--- config.mk ---
export PLATFORM = sky130hd
export DESIGN_NAME = exception_unit
export DESIGN_NICKNAME = d
export VERILOG_FILES = /design/src/rtl/exception_unit_pkg.sv /design/src/rtl/int_sync.sv /design/src/rtl/exception_unit.sv
export SDC_FILE = /design/constraint.sdc
export NUM_CORES = 1
export LEC_CHECK = 0
export BUFFER_PORTS_ARGS = -buffer_cell sky130_fd_sc_hd__buf_2
export CAP_MARGIN = 20
export CELL_PAD_IN_SITES_DETAIL_PLACEMENT = 2
export CELL_PAD_IN_SITES_GLOBAL_PLACEMENT = 2
export CORE_MARGIN = 5
export CORE_UTILIZATION = 29
export DETAILED_ROUTE_END_ITERATION = 6
export PLACE_DENSITY = 0.81
export SKIP_CTS_REPAIR_TIMING = 1
export SYNTH_ARGS = -nofsm -noshare
export SYNTH_HDL_FRONTEND = slang
export SYNTH_SLANG_ARGS = --single-unit
--- constraint.sdc ---
create_clock -name clk -period 2.92 [get_ports clk]
set_clock_uncertainty 0.05 [all_clocks]
set_input_delay 0.292 -clock clk [delete_from_list [all_inputs] [get_ports clk]]
set_output_delay 0.292 -clock clk [all_outputs]
set_load 0.01 [all_outputs]
--- src/rtl/exception_unit_pkg.sv ---
// Shared types and cause codes for the MEM/commit exception unit.
package exception_unit_pkg;

  // Per-stage exception flags carried down the pipeline registers (MSB first).
  typedef struct packed {
    logic wrong_addr_if;
    logic reserved_instr;
    logic overflow;
    logic syscall;
    logic brk;
    logic wrong_addr_mem;
  } except_in_pipe_t;

  typedef struct packed {
    logic            interrupt;
    except_in_pipe_t pipe;
  } except_t;

  localparam logic [4:0] EXC_INT  = 5'd0;
  localparam logic [4:0] EXC_ADEL = 5'd4;
  localparam logic [4:0] EXC_ADES = 5'd5;
  localparam logic [4:0] EXC_SYS  = 5'd8;
  localparam logic [4:0] EXC_BP   = 5'd9;
  localparam logic [4:0] EXC_RI   = 5'd10;
  localparam logic [4:0] EXC_OV   = 5'd12;

  typedef enum logic {IDLE, COMMIT} state_t;

  // Highest-priority cause wins; caller guarantees at least one flag is set.
  function automatic logic [4:0] exc_code(input except_t e, input logic is_store);
    if (e.interrupt)                exc_code = EXC_INT;
    else if (e.pipe.wrong_addr_if)  exc_code = EXC_ADEL;
    else if (e.pipe.reserved_instr) exc_code = EXC_RI;
    else if (e.pipe.overflow)       exc_code = EXC_OV;
    else if (e.pipe.syscall)        exc_code = EXC_SYS;
    else if (e.pipe.brk)            exc_code = EXC_BP;
    else                            exc_code = is_store ? EXC_ADES : EXC_ADEL;
  endfunction

endpackage

--- src/rtl/int_sync.sv ---
// Multi-flop synchronizer for the asynchronous hardware interrupt lines.
module int_sync #(
  parameter int DEPTH = 2,
  parameter int W     = 6
) (
  input  logic         clk,
  input  logic         resetn,
  input  logic [W-1:0] i_d,
  output logic [W-1:0] o_q
);

  logic [DEPTH-1:0][W-1:0] r_ff;

  always_ff @(posedge clk or negedge resetn) begin
    if (!resetn) begin
      r_ff <= '0;
    end else begin
      r_ff[0] <= i_d;
      for (int i = 1; i < DEPTH; i++) r_ff[i] <= r_ff[i-1];
    end
  end

  assign o_q = r_ff[DEPTH-1];

endmodule

--- src/rtl/exception_unit.sv ---
// Commit-point exception/ERET handler: prioritizes causes, drives CP0 update
// strobes and a single registered flush/redirect per committed event.
module exception_unit
  import exception_unit_pkg::*;
#(
  parameter logic [31:0] EXC_VECTOR  = 32'hBFC0_0380,
  parameter int          SYNC_STAGES = 2
) (
  input  logic        clk,
  input  logic        resetn,
  input  logic        MEM_Valid,
  input  logic        MEM_Stall,
  input  logic [5:0]  MEM_Except,
  input  logic        MEM_IsStore,
  input  logic        MEM_IsEret,
  input  logic        MEM_InDelaySlot,
  input  logic [31:0] MEM_PC,
  input  logic [31:0] MEM_ALUOut,
  input  logic [5:0]  Ext_Int,
  input  logic        CP0_Status_IE,
  input  logic        CP0_Status_EXL,
  input  logic [7:0]  CP0_Status_IM,
  input  logic [1:0]  CP0_Cause_IP_SW,
  input  logic [31:0] CP0_EPC,
  output logic [5:0]  HW_IP,
  output logic        Exc_Valid,
  output logic [4:0]  Exc_Code,
  output logic        Exc_BD,
  output logic [31:0] Exc_EPC,
  output logic        Exc_EPCWr,
  output logic [31:0] Exc_BadVAddr,
  output logic        Exc_BadVAddrWr,
  output logic        Eret_Commit,
  output logic        Flush,
  output logic        Redirect_Valid,
  output logic [31:0] Redirect_PC
);

  state_t    r_state, w_state_nxt;
  logic      w_int_req, w_take, w_any, w_eret_only;
  except_t   w_exc;
  logic [4:0] w_code;

  int_sync #(.DEPTH(SYNC_STAGES), .W(6)) u_int_sync (
    .clk    (clk),
    .resetn (resetn),
    .i_d    (Ext_Int),
    .o_q    (HW_IP)
  );

  assign w_int_req   = CP0_Status_IE & ~CP0_Status_EXL &
                       (|({HW_IP, CP0_Cause_IP_SW} & CP0_Status_IM));
  assign w_exc       = {w_int_req, MEM_Except};
  assign w_any       = |w_exc;
  // Only an idle, live, moving instruction may commit; in COMMIT the MEM slot
  // holds a younger instruction that is being flushed.
  assign w_take      = (r_state == IDLE) & MEM_Valid & ~MEM_Stall;
  assign w_eret_only = MEM_IsEret & ~w_any;
  assign w_code      = exc_code(w_exc, MEM_IsStore);

  always_ff @(posedge clk or negedge resetn) begin
    if (!resetn) r_state <= IDLE;
    else         r_state <= w_state_nxt;
  end

  always_comb begin
    w_state_nxt = IDLE;
    if (r_state == IDLE && w_take && (w_any || MEM_IsEret)) w_state_nxt = COMMIT;
  end

  always_ff @(posedge clk or negedge resetn) begin
    if (!resetn) begin
      Exc_Valid      <= 1'b0;
      Exc_Code       <= '0;
      Exc_BD         <= 1'b0;
      Exc_EPC        <= '0;
      Exc_EPCWr      <= 1'b0;
      Exc_BadVAddr   <= '0;
      Exc_BadVAddrWr <= 1'b0;
      Eret_Commit    <= 1'b0;
      Flush          <= 1'b0;
      Redirect_Valid <= 1'b0;
      Redirect_PC    <= '0;
    end else begin
      Exc_Valid      <= 1'b0;
      Exc_BD         <= 1'b0;
      Exc_EPCWr      <= 1'b0;
      Exc_BadVAddrWr <= 1'b0;
      Eret_Commit    <= 1'b0;
      Flush          <= 1'b0;
      Redirect_Valid <= 1'b0;
      Redirect_PC    <= '0;
      if (w_take && w_any) begin
        Exc_Valid      <= 1'b1;
        Exc_Code       <= w_code;
        Exc_BD         <= MEM_InDelaySlot;
        Exc_EPC        <= MEM_InDelaySlot ? (MEM_PC - 32'd4) : MEM_PC;
        Exc_EPCWr      <= ~CP0_Status_EXL;
        Exc_BadVAddr   <= w_exc.pipe.wrong_addr_if ? MEM_PC : MEM_ALUOut;
        Exc_BadVAddrWr <= (w_code == EXC_ADEL) || (w_code == EXC_ADES);
        Flush          <= 1'b1;
        Redirect_Valid <= 1'b1;
        Redirect_PC    <= EXC_VECTOR;
      end else if (w_take && w_eret_only) begin
        Eret_Commit    <= 1'b1;
        Flush          <= 1'b1;
        Redirect_Valid <= 1'b1;
        Redirect_PC    <= CP0_EPC;
      end
    end
  end

endmodule

### Word level (Yosys, flattened, before mapping)

Cells that the tools add are included.

| storage, ports and cells | value |
|---|---|
| logic and storage cells | 53 |
| bits in read-only memories | 0 |
| bits in latches | 0 |
| output and inout bits | 114 |
| input bits | 127 |
| RAM bits | 0 |
| register bits after elaboration | 120 |
| memories | 0 |

| cells by class | value |
|---|---|
| shift-type cells | 0 |
| muxes and demuxes | 19 |
| equal/unequal tests | 2 |
| add/subtract/negate cells | 1 |
| bitwise gates (word level) | 10 |
| multipliers | 0 |
| divide/modulo/power cells | 0 |
| reductions and logical operators | 8 |
| magnitude comparators | 0 |

Operators with widths:

| cell | count |
|---|---|
| two-way mux 32 bit | 4 |
| subtractor 32 x 3 -> 32 bit (second input constant) | 1 |
| two-way mux 4 bit | 5 |
| == test 5 x 3 -> 1 bit (second input constant) | 2 |
| two-way mux 1 bit | 9 |
| AND 8 bit | 1 |
| OR reduction 8 bit | 1 |
| OR reduction 7 bit | 1 |
| AND 1 bit | 5 |
| two-way mux 5 bit | 1 |
| logical AND 1 bit | 4 |
| NOT 1 bit | 4 |
| logical OR 1 bit | 2 |

### Depth between registers and ports, before layout

Gate-level depths: netlist of run 1.

| depth | value |
|---|---|
| word-level depth | 10 |
| mapped depth | 8 |
| mapped depth without buffers | 7 |

### Cells and area by module

From an unflattened synthesis of run 1, not the netlist that was laid out.

| unflattened totals | value |
|---|---|
| cells, all modules | 478 |
| area total of the unflattened synthesis | 5118.7 sq um |

By module, submodules not included:

| module | instances | area an instance (sq um) | cells each | seq. area each (sq um) |
|---|---|---|---|---|
| exception_unit | 1 | 4773.3 | 460 | 2677.6 |
| int_sync | 1 | 345.3 | 18 | 300.3 |

### Least setup slack after synthesis of run 1

No wires, ideal clock.

| path | value |
|---|---|
| kind | flip-flop to flip-flop |
| start | reg u_int_sync.r_ff (netlist bit u_int_sync.o_q[5]) |
| end | reg Exc_BD |
| data arrival time | 1.834 ns |
| stages on the path, launching flop included | 8 |
| required time | 2.751 ns |
| period minus slack after synthesis | 2.003 ns |
| path slack | 0.917 ns |
| path through | dfrtp_1 -> a22o_1 -> o41ai_1 -> a21o_1 -> buf_2 -> inv_2 -> clkbuf_1 -> and2_1 |

| on the way | value |
|---|---|
| cells in the longest elaborated chain, start to end | 6 |

RTL lines:

| what | line | text |
|---|---|---|
| start, declared | int_sync.sv:12 | `logic [DEPTH-1:0][W-1:0] r_ff;` |
| AND 8 bit | exception_unit.sv:52 | `(\|({HW_IP, CP0_Cause_IP_SW} & CP0_Status_IM));` |
| OR reduction 8 bit | exception_unit.sv:52 |  |
| AND 1 bit | exception_unit.sv:51 | `assign w_int_req = CP0_Status_IE & ~CP0_Status_EXL &` |
| OR reduction 7 bit | exception_unit.sv:54 | `assign w_any = \|w_exc;` |
| logical AND 1 bit | exception_unit.sv:93 | `if (w_take && w_any) begin` |
| two-way mux 1 bit | exception_unit.sv:93 |  |
| end signal, assigned | exception_unit.sv:96 | `Exc_BD <= MEM_InDelaySlot;` |
| end, declared | exception_unit.sv:28 | `output logic Exc_BD,` |

Every way passes these cells.
A chain may end at the register's enable or synchronous reset.

### Worst setup path after layout of run 1

| path | value |
|---|---|
| start | reg u_int_sync.r_ff (netlist bit u_int_sync.o_q[5]) |
| end | reg Redirect_PC[30] |

| on the way | value |
|---|---|
| cells in the longest elaborated chain, start to end | 9 |
| elaborated cells between the ends (all ways) | 10 |

RTL lines:

| what | line | text |
|---|---|---|
| AND 8 bit * | exception_unit.sv:52 |  |
| OR reduction 8 bit * | exception_unit.sv:52 |  |
| AND 1 bit * | exception_unit.sv:51 |  |
| OR reduction 7 bit * | exception_unit.sv:54 |  |
| NOT 1 bit | exception_unit.sv:58 | `assign w_eret_only = MEM_IsEret & ~w_any;` |
| AND 1 bit | exception_unit.sv:58 |  |
| logical AND 1 bit | exception_unit.sv:104 | `end else if (w_take && w_eret_only) begin` |
| two-way mux 32 bit | exception_unit.sv:104 |  |
| two-way mux 32 bit * | exception_unit.sv:93 |  |
| end signal, assigned | exception_unit.sv:92 | `Redirect_PC <= '0;` |
| end signal, assigned | exception_unit.sv:103 | `Redirect_PC <= EXC_VECTOR;` |
| end signal, assigned | exception_unit.sv:108 | `Redirect_PC <= CP0_EPC;` |
| end, declared | exception_unit.sv:36 | `output logic [31:0] Redirect_PC` |

Every way passes the cells marked *; elsewhere a longest branch is shown, timed or not.

==> results of run 1 <==
routing by layer:
metal / share of wire, % / wire [um] / track usage (%)
met3: 4.9 / 942 / 3.52
met2: 56 / 10800 / 35.2
met5: 0 / 0 / 0
met1: 37 / 7230 / 20.6
met4: 2.3 / 439 / 6.85
area by class of cell:
| cell class | count | area [um2] | area share [%] |
|---|---|---|---|
| clock inverter | 13 | 170 | 2.35 |
| inverter | 5 | 18.8 | 0.259 |
| clock buffer | 19 | 453 | 6.25 |
| multi-input combinational | 323 | 1970 | 27.2 |
| antenna | 1 | 2.50 | 0.0345 |
| tap | 225 | 282 | 3.88 |
| timing repair buffer | 257 | 1380 | 19.0 |
| sequential | 119 | 2980 | 41.1 |
power groups by stage:
stage	sequential, uW	clock, uW	combinational (uW)
6_report	1920	2210	749
3_5_place_dp	1950	0	749
2_1_floorplan	2020	0	233
4_1_cts	1920	2260	759
5_1_grt	1940	2350	829
3_3_place_gp	1930	0	701
registers in the layout, summed over array words and instances, names as in the netlist:
| name | count |
|---|---|
| Eret_Commit | 1 |
| Exc_EPC | 32 |
| Exc_BD | 1 |
| Redirect_PC | 32 |
| r_state | 1 |
| Exc_Code | 4 |
| Redirect_Valid | 1 |
| Exc_BadVAddrWr | 1 |
| Exc_BadVAddr | 32 |
| u_int_sync.r_ff | 6 |
| u_int_sync.o_q | 6 |
| Exc_EPCWr | 1 |
| Exc_Valid | 1 |
worst max-delay path, stage by stage, from the launching register on:
cell     delay, ns
dfrtp_1       0.39
a22o_1        0.22
o41ai_1       0.63
buf_4         0.23
and2_1        0.15
and3_1        0.60
and2_1        0.25
cells in the final DEF (no fill, tap or decap), drive strengths merged, types with 2 or more instances in the layout:
cell,n
nor4b,2
nand3,4
buf,249
o21ai,63
clkinv,5
xor2,15
bufinv,3
dfrtp,119
xnor2,11
or3,3
clkinvlp,3
inv,7
nand4b,2
nand4,5
nor2,18
and2,23
mux2i,32
nor4,6
a31oi,4
clkbuf,19
dlygate4sd3,8
nor3b,2
or4,5
nor3,6
nand2,85
nand3b,3
a22o,7
a21oi,16
worst paths after layout:
path	slack [ns]	start	cells after the start	endpoint
setup / recovery	0.33	u_int_sync.o_q[5]$_DFF_PN0_	6	Redirect_PC[30]$_DFF_PN0_
hold / removal	0.03	CP0_EPC[13]	2	Redirect_PC[13]$_DFF_PN0_
setup reg to reg	0.33	u_int_sync.o_q[5]$_DFF_PN0_	6	Redirect_PC[30]$_DFF_PN0_
hold reg to reg	0.31	u_int_sync.r_ff[5]$_DFF_PN0_	0	u_int_sync.o_q[5]$_DFF_PN0_
max in group asynchronous	1.76	resetn	3	Exc_EPC[21]$_DFFE_PN0P_
min in group asynchronous	0.32	resetn	2	Exc_BadVAddr[0]$_DFFE_PN0P_
stage by stage:
stage | hold WS, ns | utilization (%) | cell area (um2) | cells | total power [uW]
after global placement | 0.213 | 37.7 | 6550 | 921 | 2630
after global routing | 0.0169 | 41.8 | 7250 | 962 | 5120
final | 0.0289 | 41.8 | 7250 | 962 | 4880
after CTS | -0.235 | 41.3 | 7170 | 953 | 4940
after detailed placement | 0.211 | 37.7 | 6550 | 921 | 2700
after floorplan | -0.0536 | - | 5130 | 482 | 2250
logic make-up after synthesis:
group                    after synthesis
AND/OR/NAND/NOR                      169
flip-flops                           119
AO/OA/AOI/OAI                         93
buffers and inverters                 40
multiplexers                          33
XOR/XNOR                              26
adder cells (fa/ha/maj)                1
other                                  1
cells in the mapped netlist (all sizes together) (2+ instances only):
library cell | instances | share of area (%)
clkbuf | 17 | 1.2
xnor2 | 11 | 1.9
nand2 | 85 | 6.2
a22o | 7 | 1.2
and2 | 23 | 2.8
o21ai | 63 | 6.1
nand3b | 3 | 0.44
xor2 | 15 | 2.6
nor3b | 2 | 0.29
a31oi | 4 | 0.49
nand3 | 4 | 0.39
inv | 5 | 0.37
or3 | 3 | 0.37
dfrtp | 119 | 58
nor4 | 6 | 1.3
buf | 18 | 2.1
nor4b | 2 | 0.76
or4 | 5 | 0.88
nand4b | 2 | 0.34
mux2i | 32 | 6.2
a21oi | 16 | 1.6
nor3 | 6 | 0.59
nor2 | 18 | 1.3
nand4 | 5 | 0.73
==> impl_metrics.env, run 1 <==
export IMPL_wl_um=19400
export IMPL_num_vias=4567
export IMPL_die_y_um=143
export IMPL_rsz0062_at_grt="false"
export IMPL_rows=48
export IMPL_grt_pass1_wl_um=29300
export IMPL_synth_main_ff_cell="dfrtp_1"
export IMPL_fillerInstances=1901
export IMPL_clkTransAtPathRegs_ns=0.06
export IMPL_worst_setup_path_end_kind="flip-flop"
export IMPL_seq_power_share_pct=39.3
export IMPL_die_w_um=143
export IMPL_synth_edff_count=0
export IMPL_clock_sinks=119
export IMPL_first_global_vias=5275
export IMPL_yosys_warnings=0
export IMPL_syn_num_nets=610
export IMPL_drc_errors=0
export IMPL_synth_compound_area_share_pct=9.92
export IMPL_grtUsageTotal_pct=18.6
export IMPL_gp_congestion=0.742
export IMPL_start_util_pct=29.6
export IMPL_synth_top_family_by_area="simple AND/OR/NAND/NOR gates"
export IMPL_syn_area_um2=5130
export IMPL_cp_arrival_ns=2.88
export IMPL_fin_nets=851
export IMPL_synth_xor_area_share_pct=4.44
export IMPL_setup_tns_ns=0
export IMPL_portBuffers=239
export IMPL_grt_max_degree=67
export IMPL_cap_violations=0
export IMPL_relSlewSlack_pct=53.0
export IMPL_switching_share_pct=27.9
export IMPL_maxSlewViolCount=0
export IMPL_grt_overflow=0
export IMPL_combPwrFrac_pct=15.4
export IMPL_status="finished clean"
export IMPL_yosysSeqAreaShare_pct=58.0
export IMPL_drt_vias_per_instance=4.75
export IMPL_dieArea_um2=20500
export IMPL_synth_adder_area_share_pct=0.244
export IMPL_cts_path_max_buffers=2
export IMPL_dr_pass1_iters=4
export IMPL_crit_path_start_kind="flip-flop"
export IMPL_min_delay_path_class="in -> reg"
export IMPL_setup_ws_ns=0.333
export IMPL_yosysUniqueCellTypes=44
export IMPL_area_growth_pct=41.3
export IMPL_h_tree_depth=4
export IMPL_tightest_slew_ns=0.700
export IMPL_root_buffer="clkbuf_16"
export IMPL_timing_fmax_mhz=387
export IMPL_yosys_area_share_simple_pct=17.1
export IMPL_period_needed_ns=2.59
export IMPL_intPower_uw=3520
export IMPL_power_share_clock_pct=45.4
export IMPL_finalCritPeriodShare_pct=88.6
export IMPL_critPathMaxFanout=21
export IMPL_power_switching_uw=1360
export IMPL_power_leakage_uw=0.00375
export IMPL_drt_iter0_drc=89
export IMPL_worstPathRequired_ns=3.21
export IMPL_synth_cells=482
export IMPL_critical_path_class="reg -> reg"
export IMPL_avgSynthCellArea_um2=10.6
export IMPL_ant_nets=0
export IMPL_ys_ff_latch=119
export IMPL_synth_mux_area_fraction_pct=6.46
export IMPL_final_hold_violation_count=0
export IMPL_ir_worst_vdd_v=0.000381
export IMPL_antenna_found_initial=1
export IMPL_cts_tree="done"
export IMPL_drive_gt1_share_pct=39.5
export IMPL_ios=241
export IMPL_dp_hpwl_um=14100
export IMPL_wl_per_cell_um=20.2
export IMPL_final_setup_viol_count=0
export IMPL_clk_latency_ns=0.41
export IMPL_core_um2=17400
export IMPL_dpl_worst_slack_ns=0.323
export IMPL_p_per_area_nw_per_um2=673
export IMPL_numCtsBuffers=17
export IMPL_async_reset_ff_share_pct=100
No activity file was read; power rests on OpenSTA's default activity.
==> run 2, diff against run 1 <==
--- a/config.mk
+++ b/config.mk
@@ -12,7 +12,7 @@
 export CORE_MARGIN = 5
 export CORE_UTILIZATION = 29
 export DETAILED_ROUTE_END_ITERATION = 6
-export PLACE_DENSITY = 0.81
+export PLACE_DENSITY = 0.83
 export SKIP_CTS_REPAIR_TIMING = 1
 export SYNTH_ARGS = -nofsm -noshare
 export SYNTH_HDL_FRONTEND = slang
==> run 2 against run 1 <==
Compared with the run above:
- die area unchanged
- count of clock-buffer cells in the layout shrank 1
- sequential cell count stayed put
- critical path depth stayed put
- routed wire length fell by 1.2%
- highest routed layer unchanged
- final area hardly changed
- via count increased by 0.13%
==> impl_metrics.env, run 2 (same netlist as run 1, synthesis figures left out) <==
export IMPL_status="finished clean"
export IMPL_h_tree_depth=4
export IMPL_whs_endpoint="Redirect_PC[0]$_DFF_PN0_"
export IMPL_cts_path_max_buffers=2
export IMPL_tightest_slew_ns=0.757
export IMPL_rrSetupSlack_ns=0.46
export IMPL_start_util_pct=29.6
export IMPL_ir_worst_vdd_v=0.000407
export IMPL_die_w_um=143
export IMPL_wl_um=19200
export IMPL_cap_violations=0
export IMPL_cts_tree="done"
export IMPL_first_global_vias=5267
export IMPL_p_per_area_nw_per_um2=679
export IMPL_r2r_cells=6
export IMPL_grt_overflow=0
export IMPL_finalCritPeriodShare_pct=84.3
export IMPL_fillerInstances=1886
export IMPL_core_um2=17400
export IMPL_portBuffers=239
export IMPL_dpl_worst_slack_ns=0.453
export IMPL_top_layer="met4"
export IMPL_root_buffer="clkbuf_16"
export IMPL_worstPathRequired_ns=3.21
export IMPL_mostFrequentLayoutCell="buf_2"
export IMPL_min_delay_path_class="in -> reg"
export IMPL_drt_vias_per_instance=4.75
export IMPL_critPathSlowestCell="and3_1"
export IMPL_r2r_start="u_int_sync.o_q[4]$_DFF_PN0_"
export IMPL_critical_path_class="reg -> reg"
export IMPL_path_cells="a22o_1, o41ai_1, buf_4, and2_1, and3_1, and2_1"
export IMPL_cp_arrival_ns=2.75
export IMPL_final_hold_violation_count=0
export IMPL_crit_path_start_kind="flip-flop"
export IMPL_die_y_um=143
export IMPL_setup_ws_ns=0.460
export IMPL_period_needed_ns=2.46
export IMPL_maxSlewViolCount=0
export IMPL_num_vias=4573
export IMPL_power_leakage_uw=0.00376
export IMPL_rows=48
export IMPL_wl_per_cell_um=19.9
export IMPL_holdPathStages=2
export IMPL_rsz0062_at_grt="false"
export IMPL_fin_nets=850
export IMPL_clk_latency_ns=0.42
export IMPL_critPathMaxFanout=21
export IMPL_drive_gt1_share_pct=39.6
export IMPL_dpl_cell_count=921
export IMPL_instances_no_fill=962
export IMPL_ios=241
export IMPL_clkTransAtPathRegs_ns=0.06
export IMPL_worst_path_largest_cell_delay_ns=0.61
export IMPL_r2r_end="Redirect_PC[14]$_DFF_PN0_"
export IMPL_dr_pass1_iters=5
export IMPL_top_regs="Exc_BadVAddr (32), Exc_EPC (32), Redirect_PC (32)"
export IMPL_timing_fmax_mhz=406
export IMPL_ant_nets=0
export IMPL_relSlewSlack_pct=49.5
export IMPL_setup_tns_ns=0
export IMPL_met3_length_um=928
export IMPL_wl_met1_um=7340
export IMPL_worst_setup_path_end_kind="flip-flop"
export IMPL_clock_sinks=119
export IMPL_final_setup_viol_count=0
export IMPL_grt_pass1_wl_um=28700
export IMPL_antenna_found_initial=2
export IMPL_gp_congestion=0.784
export IMPL_grt_max_degree=81
export IMPL_mostFrequentLayoutCells="buf_2 (238), dfrtp_1 (119), nand2_1 (85)"
export IMPL_dp_hpwl_um=14300
export IMPL_hold_start="CP0_EPC[0]"
export IMPL_drt_iter0_drc=132
export IMPL_area_growth_pct=41.4
export IMPL_met2WireLength_um=10400
export IMPL_utilization_pct=41.8
export IMPL_drc_errors=0
export IMPL_numCtsBuffers=17
export IMPL_grtUsageTotal_pct=18.3
export IMPL_dieArea_um2=20500
export IMPL_cpMostUsedCell="and2_1"
## run 2: cell types whose count changed in the layout (fill, tap and decap cells not counted), sizes merged
cell | before | now
clkbuf | 19 | 18
bufinv | 3 | 4
dlygate4sd3 | 8 | 7
diode | 1 | 2
clkinv | 5 | 4
inv | 7 | 8
## run 2: worst max path at each step
stage | from | depth (start not counted) | to
global placement | CP0_Cause_IP_SW[0] | 7 | Redirect_PC[11]$_DFF_PN0_
global route | u_int_sync.o_q[4]$_DFF_PN0_ | 6 | Redirect_PC[14]$_DFF_PN0_
floorplan | u_int_sync.o_q[5]$_DFF_PN0_ | 7 | Exc_BD$_DFF_PN0_
detailed placement | MEM_Except[1] | 6 | Redirect_PC[21]$_DFF_PN0_
CTS | u_int_sync.o_q[4]$_DFF_PN0_ | 6 | Redirect_PC[15]$_DFF_PN0_
finish | u_int_sync.o_q[4]$_DFF_PN0_ | 6 | Redirect_PC[14]$_DFF_PN0_
## run 2: layout make-up
type	instances	area (um2)	share of cell area, %
clock buffers	18	439	6.05
repair buffers	256	1370	18.9
flip-flops and latches	119	2980	41.0
multi-input cells	323	1970	27.1
clock inverters	14	196	2.71
well taps	225	282	3.88
diodes	2	5.00	0.0690
inverters	5	18.8	0.259
## run 2: layer usage
| layer | up-vias | GRT usage, % |
|---|---|---|
| met5 | - | 0 |
| met4 | 0 | 7.95 |
| met3 | 34 | 3.48 |
| met2 | 144 | 33.9 |
| met1 | 2278 | 20.4 |
| li1 | 2117 | - |
## run 2: critical path: cells and delay by family, from the launching register on
family	cells	cell delay, ns
AND/OR/NAND/NOR	3	1.00
flip-flops	1	0.39
buffers and inverters	1	0.22
AO/OA/AOI/OAI	2	0.73
## run 2: metrics by stage
| step | total power, uW | instance area (um2) | hold slack (ns) |
|---|---|---|---|
| 2_1_floorplan | 2250 | 5130 | -0.0536 |
| 3_5_place_dp | 2700 | 6550 | 0.287 |
| 6_report | 4930 | 7260 | 0.0257 |
| 4_1_cts | 5000 | 7180 | -0.0956 |
| 5_1_grt | 5160 | 7260 | 0.0188 |
| 3_3_place_gp | 2640 | 6550 | 0.284 |
## run 2: report_power, final
part / total, uW / internal, uW / switching (uW)
logic: 739 / 301 / 438
clock network: 2270 / 1460 / 813
registers: 1920 / 1820 / 97.5
total: 4930 / 3580 / 1350
==> run 3, diff against run 2 <==
--- a/config.mk
+++ b/config.mk
@@ -10,9 +10,9 @@
 export CELL_PAD_IN_SITES_DETAIL_PLACEMENT = 2
 export CELL_PAD_IN_SITES_GLOBAL_PLACEMENT = 2
 export CORE_MARGIN = 5
-export CORE_UTILIZATION = 29
+export CORE_UTILIZATION = 25
 export DETAILED_ROUTE_END_ITERATION = 6
-export PLACE_DENSITY = 0.83
+export PLACE_DENSITY = 0.76
 export SKIP_CTS_REPAIR_TIMING = 1
 export SYNTH_ARGS = -nofsm -noshare
 export SYNTH_HDL_FRONTEND = slang
==> constraint.sdc (replaced) <==
create_clock -name clk -period 2.2 [get_ports clk]
set_clock_uncertainty 0.05 [all_clocks]
set_input_delay 0.22 -clock clk [delete_from_list [all_inputs] [get_ports clk]]
set_output_delay 0.22 -clock clk [all_outputs]
set_load 0.01 [all_outputs]
==> run 3 against run 2 <==
Compared with the run above:
- count of clock-buffer cells in the layout unchanged
- fmax increased by 17%
- sequential cell count is the same
- critical path depth stayed put
- worst hold slack worse by 0.013 ns
- sequential share of layout area fell by 2.1 points
- global-route usage is 2.2 points lower
- clock power grew 23%
- die area grew 15%
- final cell count up 8.4%
- critical path type unchanged
- critical endpoint is now Exc_EPC[27]$_DFFE_PN0P_
- largest cell class unchanged
- highest routed layer unchanged
==> impl_metrics.env, run 3 (same netlist as run 1, synthesis figures left out) <==
export IMPL_top_regs="Exc_BadVAddr (32), Exc_EPC (32), Redirect_PC (32)"
export IMPL_wl_per_cell_um=19.8
export IMPL_drc_errors=0
export IMPL_critPathMaxFanout=9
export IMPL_power_leakage_uw=0.00390
export IMPL_relSlewSlack_pct=54.8
export IMPL_dp_hpwl_um=14800
export IMPL_num_vias=4707
export IMPL_first_global_vias=5154
export IMPL_critical_path_class="reg -> reg"
export IMPL_dpl_cell_count=976
export IMPL_whs_endpoint="Redirect_PC[31]$_DFF_PN0_"
export IMPL_die_w_um=153
export IMPL_ir_worst_vdd_v=0.000463
export IMPL_status="finished clean"
export IMPL_worstPathRequired_ns=2.44
export IMPL_rrSetupSlack_ns=0.1
export IMPL_final_setup_viol_count=0
export IMPL_hold_start="CP0_EPC[31]"
export IMPL_maxSlewViolCount=0
export IMPL_critPathBufInv=2
export IMPL_wl_um=20700
export IMPL_r2r_end="Exc_EPC[27]$_DFFE_PN0P_"
export IMPL_clkTransAtPathRegs_ns=0.06
export IMPL_critPathSlowestCell="o41ai_4"
export IMPL_clk_latency_ns=0.41
export IMPL_grt_max_degree=54
export IMPL_drive_gt1_share_pct=39.2
export IMPL_instances_no_fill=1043
export IMPL_cts_tree="done"
export IMPL_worst_setup_path_end_kind="flip-flop"
export IMPL_dr_pass1_iters=4
export IMPL_cap_violations=0
export IMPL_dieArea_um2=23500
export IMPL_min_delay_path_class="in -> reg"
export IMPL_root_buffer="clkbuf_16"
export IMPL_r2r_start="u_int_sync.o_q[5]$_DFF_PN0_"
export IMPL_area_growth_pct=48.9
export IMPL_mostFrequentLayoutCells="buf_2 (238), dfrtp_1 (119), nand2_1 (85)"
export IMPL_portBuffers=239
export IMPL_critPathTopFamily="compound AO/OA/AOI/OAI gates"
export IMPL_ios=241
export IMPL_period_needed_ns=2.10
export IMPL_clock_sinks=119
export IMPL_mostFrequentLayoutCell="buf_2"
export IMPL_p_per_area_nw_per_um2=836
export IMPL_finalCritPeriodShare_pct=95.6
export IMPL_crit_path_start_kind="flip-flop"
export IMPL_dpl_instance_area_um2=6700
export IMPL_cp_arrival_ns=2.34
export IMPL_rows=52
export IMPL_core_um2=20200
export IMPL_drt_vias_per_instance=4.51
export IMPL_cts_path_max_buffers=2
export IMPL_numCtsBuffers=17
export IMPL_grt_pass1_wl_um=29600
export IMPL_path_cells="a22o_1, o41ai_4, buf_4, a21o_4, inv_2, mux2_1"
export IMPL_postLayoutCellArea_um2=7640
export IMPL_start_util_pct=25.4
export IMPL_drt_iter0_drc=95
export IMPL_grtUsageTotal_pct=16.1
export IMPL_die_y_um=153
export IMPL_h_tree_depth=4
export IMPL_final_hold_violation_count=0
export IMPL_gp_congestion=0.811
export IMPL_holdPathStages=3
export IMPL_timing_fmax_mhz=476
export IMPL_r2r_cells=6
export IMPL_worst_path_largest_cell_delay_ns=0.42
export IMPL_fin_nets=885
export IMPL_antenna_found_initial=3
export IMPL_ant_nets=0
export IMPL_tightest_slew_ns=0.677
export IMPL_grt_overflow=0
==> run 3: changes by cell type in the layout (fill, tap and decap cells not counted), sizes merged <==
cell         delta
dlygate4sd3    +25
inv             -1
clkinv          +3
bufinv          -2
buf            +10
diode           +1
==> run 3: how the worst max path moves through the flow <==
stage,startpoint,to,slack (ns),cells past startpoint
6_report,u_int_sync.o_q[5]$_DFF_PN0_,Exc_EPC[27]$_DFFE_PN0P_,0.1,6
5_1_grt,u_int_sync.o_q[5]$_DFF_PN0_,Exc_EPC[27]$_DFFE_PN0P_,-0.002,6
4_1_cts,u_int_sync.o_q[5]$_DFF_PN0_,Exc_BadVAddr[13]$_DFFE_PN0P_,-0.15,7
3_5_place_dp,MEM_PC[17],Exc_EPC[25]$_DFFE_PN0P_,-0.08,6
3_3_place_gp,MEM_PC[17],Exc_EPC[31]$_DFFE_PN0P_,0.06,6
2_1_floorplan,u_int_sync.o_q[5]$_DFF_PN0_,Exc_BD$_DFF_PN0_,0.20,7
==> run 3: per-layer routing <==
metal  GRT usage [%]  share of wire [%]  vias up
met5               0                  0        -
met1            18.4                 39     2341
met2            29.8                 55      144
met3            3.62                4.0       32
li1                -                  -     2190
met4            5.18                2.2        0
==> run 3: cell type report <==
type,count,area (um2)
antenna,3,7.51
clock buffer,18,439
clock inverter,14,150
fill,2212,12600
inverter,5,18.8
multi-input combinational,323,1990
sequential,119,2980
tap,270,338
timing repair buffer,291,1720
==> run 3: worst min-delay path: cells and delay by family <==
kind | cells | cell delay, ns
and+or+nand+nor | 1 | 0.06
buffers and inverters | 1 | 0.10
AOI/OAI and AO/OA | 1 | 0.06
==> run 3: where the power goes <==
group	switching [uW]	internal, uW
Combinational	600	440
Clock	1100	1700
Sequential	128	2420
Total	1820	4560
==> run 3: through the flow <==
stage / utilization, % / setup slack, ns / hold slack [ns] / total power (uW) / TNS, ns
4_1_cts: 36.0 / -0.150 / -0.296 / 6420 / -2.35
3_5_place_dp: 33.1 / -0.0761 / 0.158 / 3590 / -0.160
2_1_floorplan: - / 0.197 / -0.126 / 2980 / 0
3_3_place_gp: 33.1 / 0.0635 / 0.148 / 3520 / 0
6_report: 37.8 / 0.0979 / 0.0124 / 6390 / 0
5_1_grt: 37.8 / -0.00224 / 0.0149 / 6700 / -0.00224
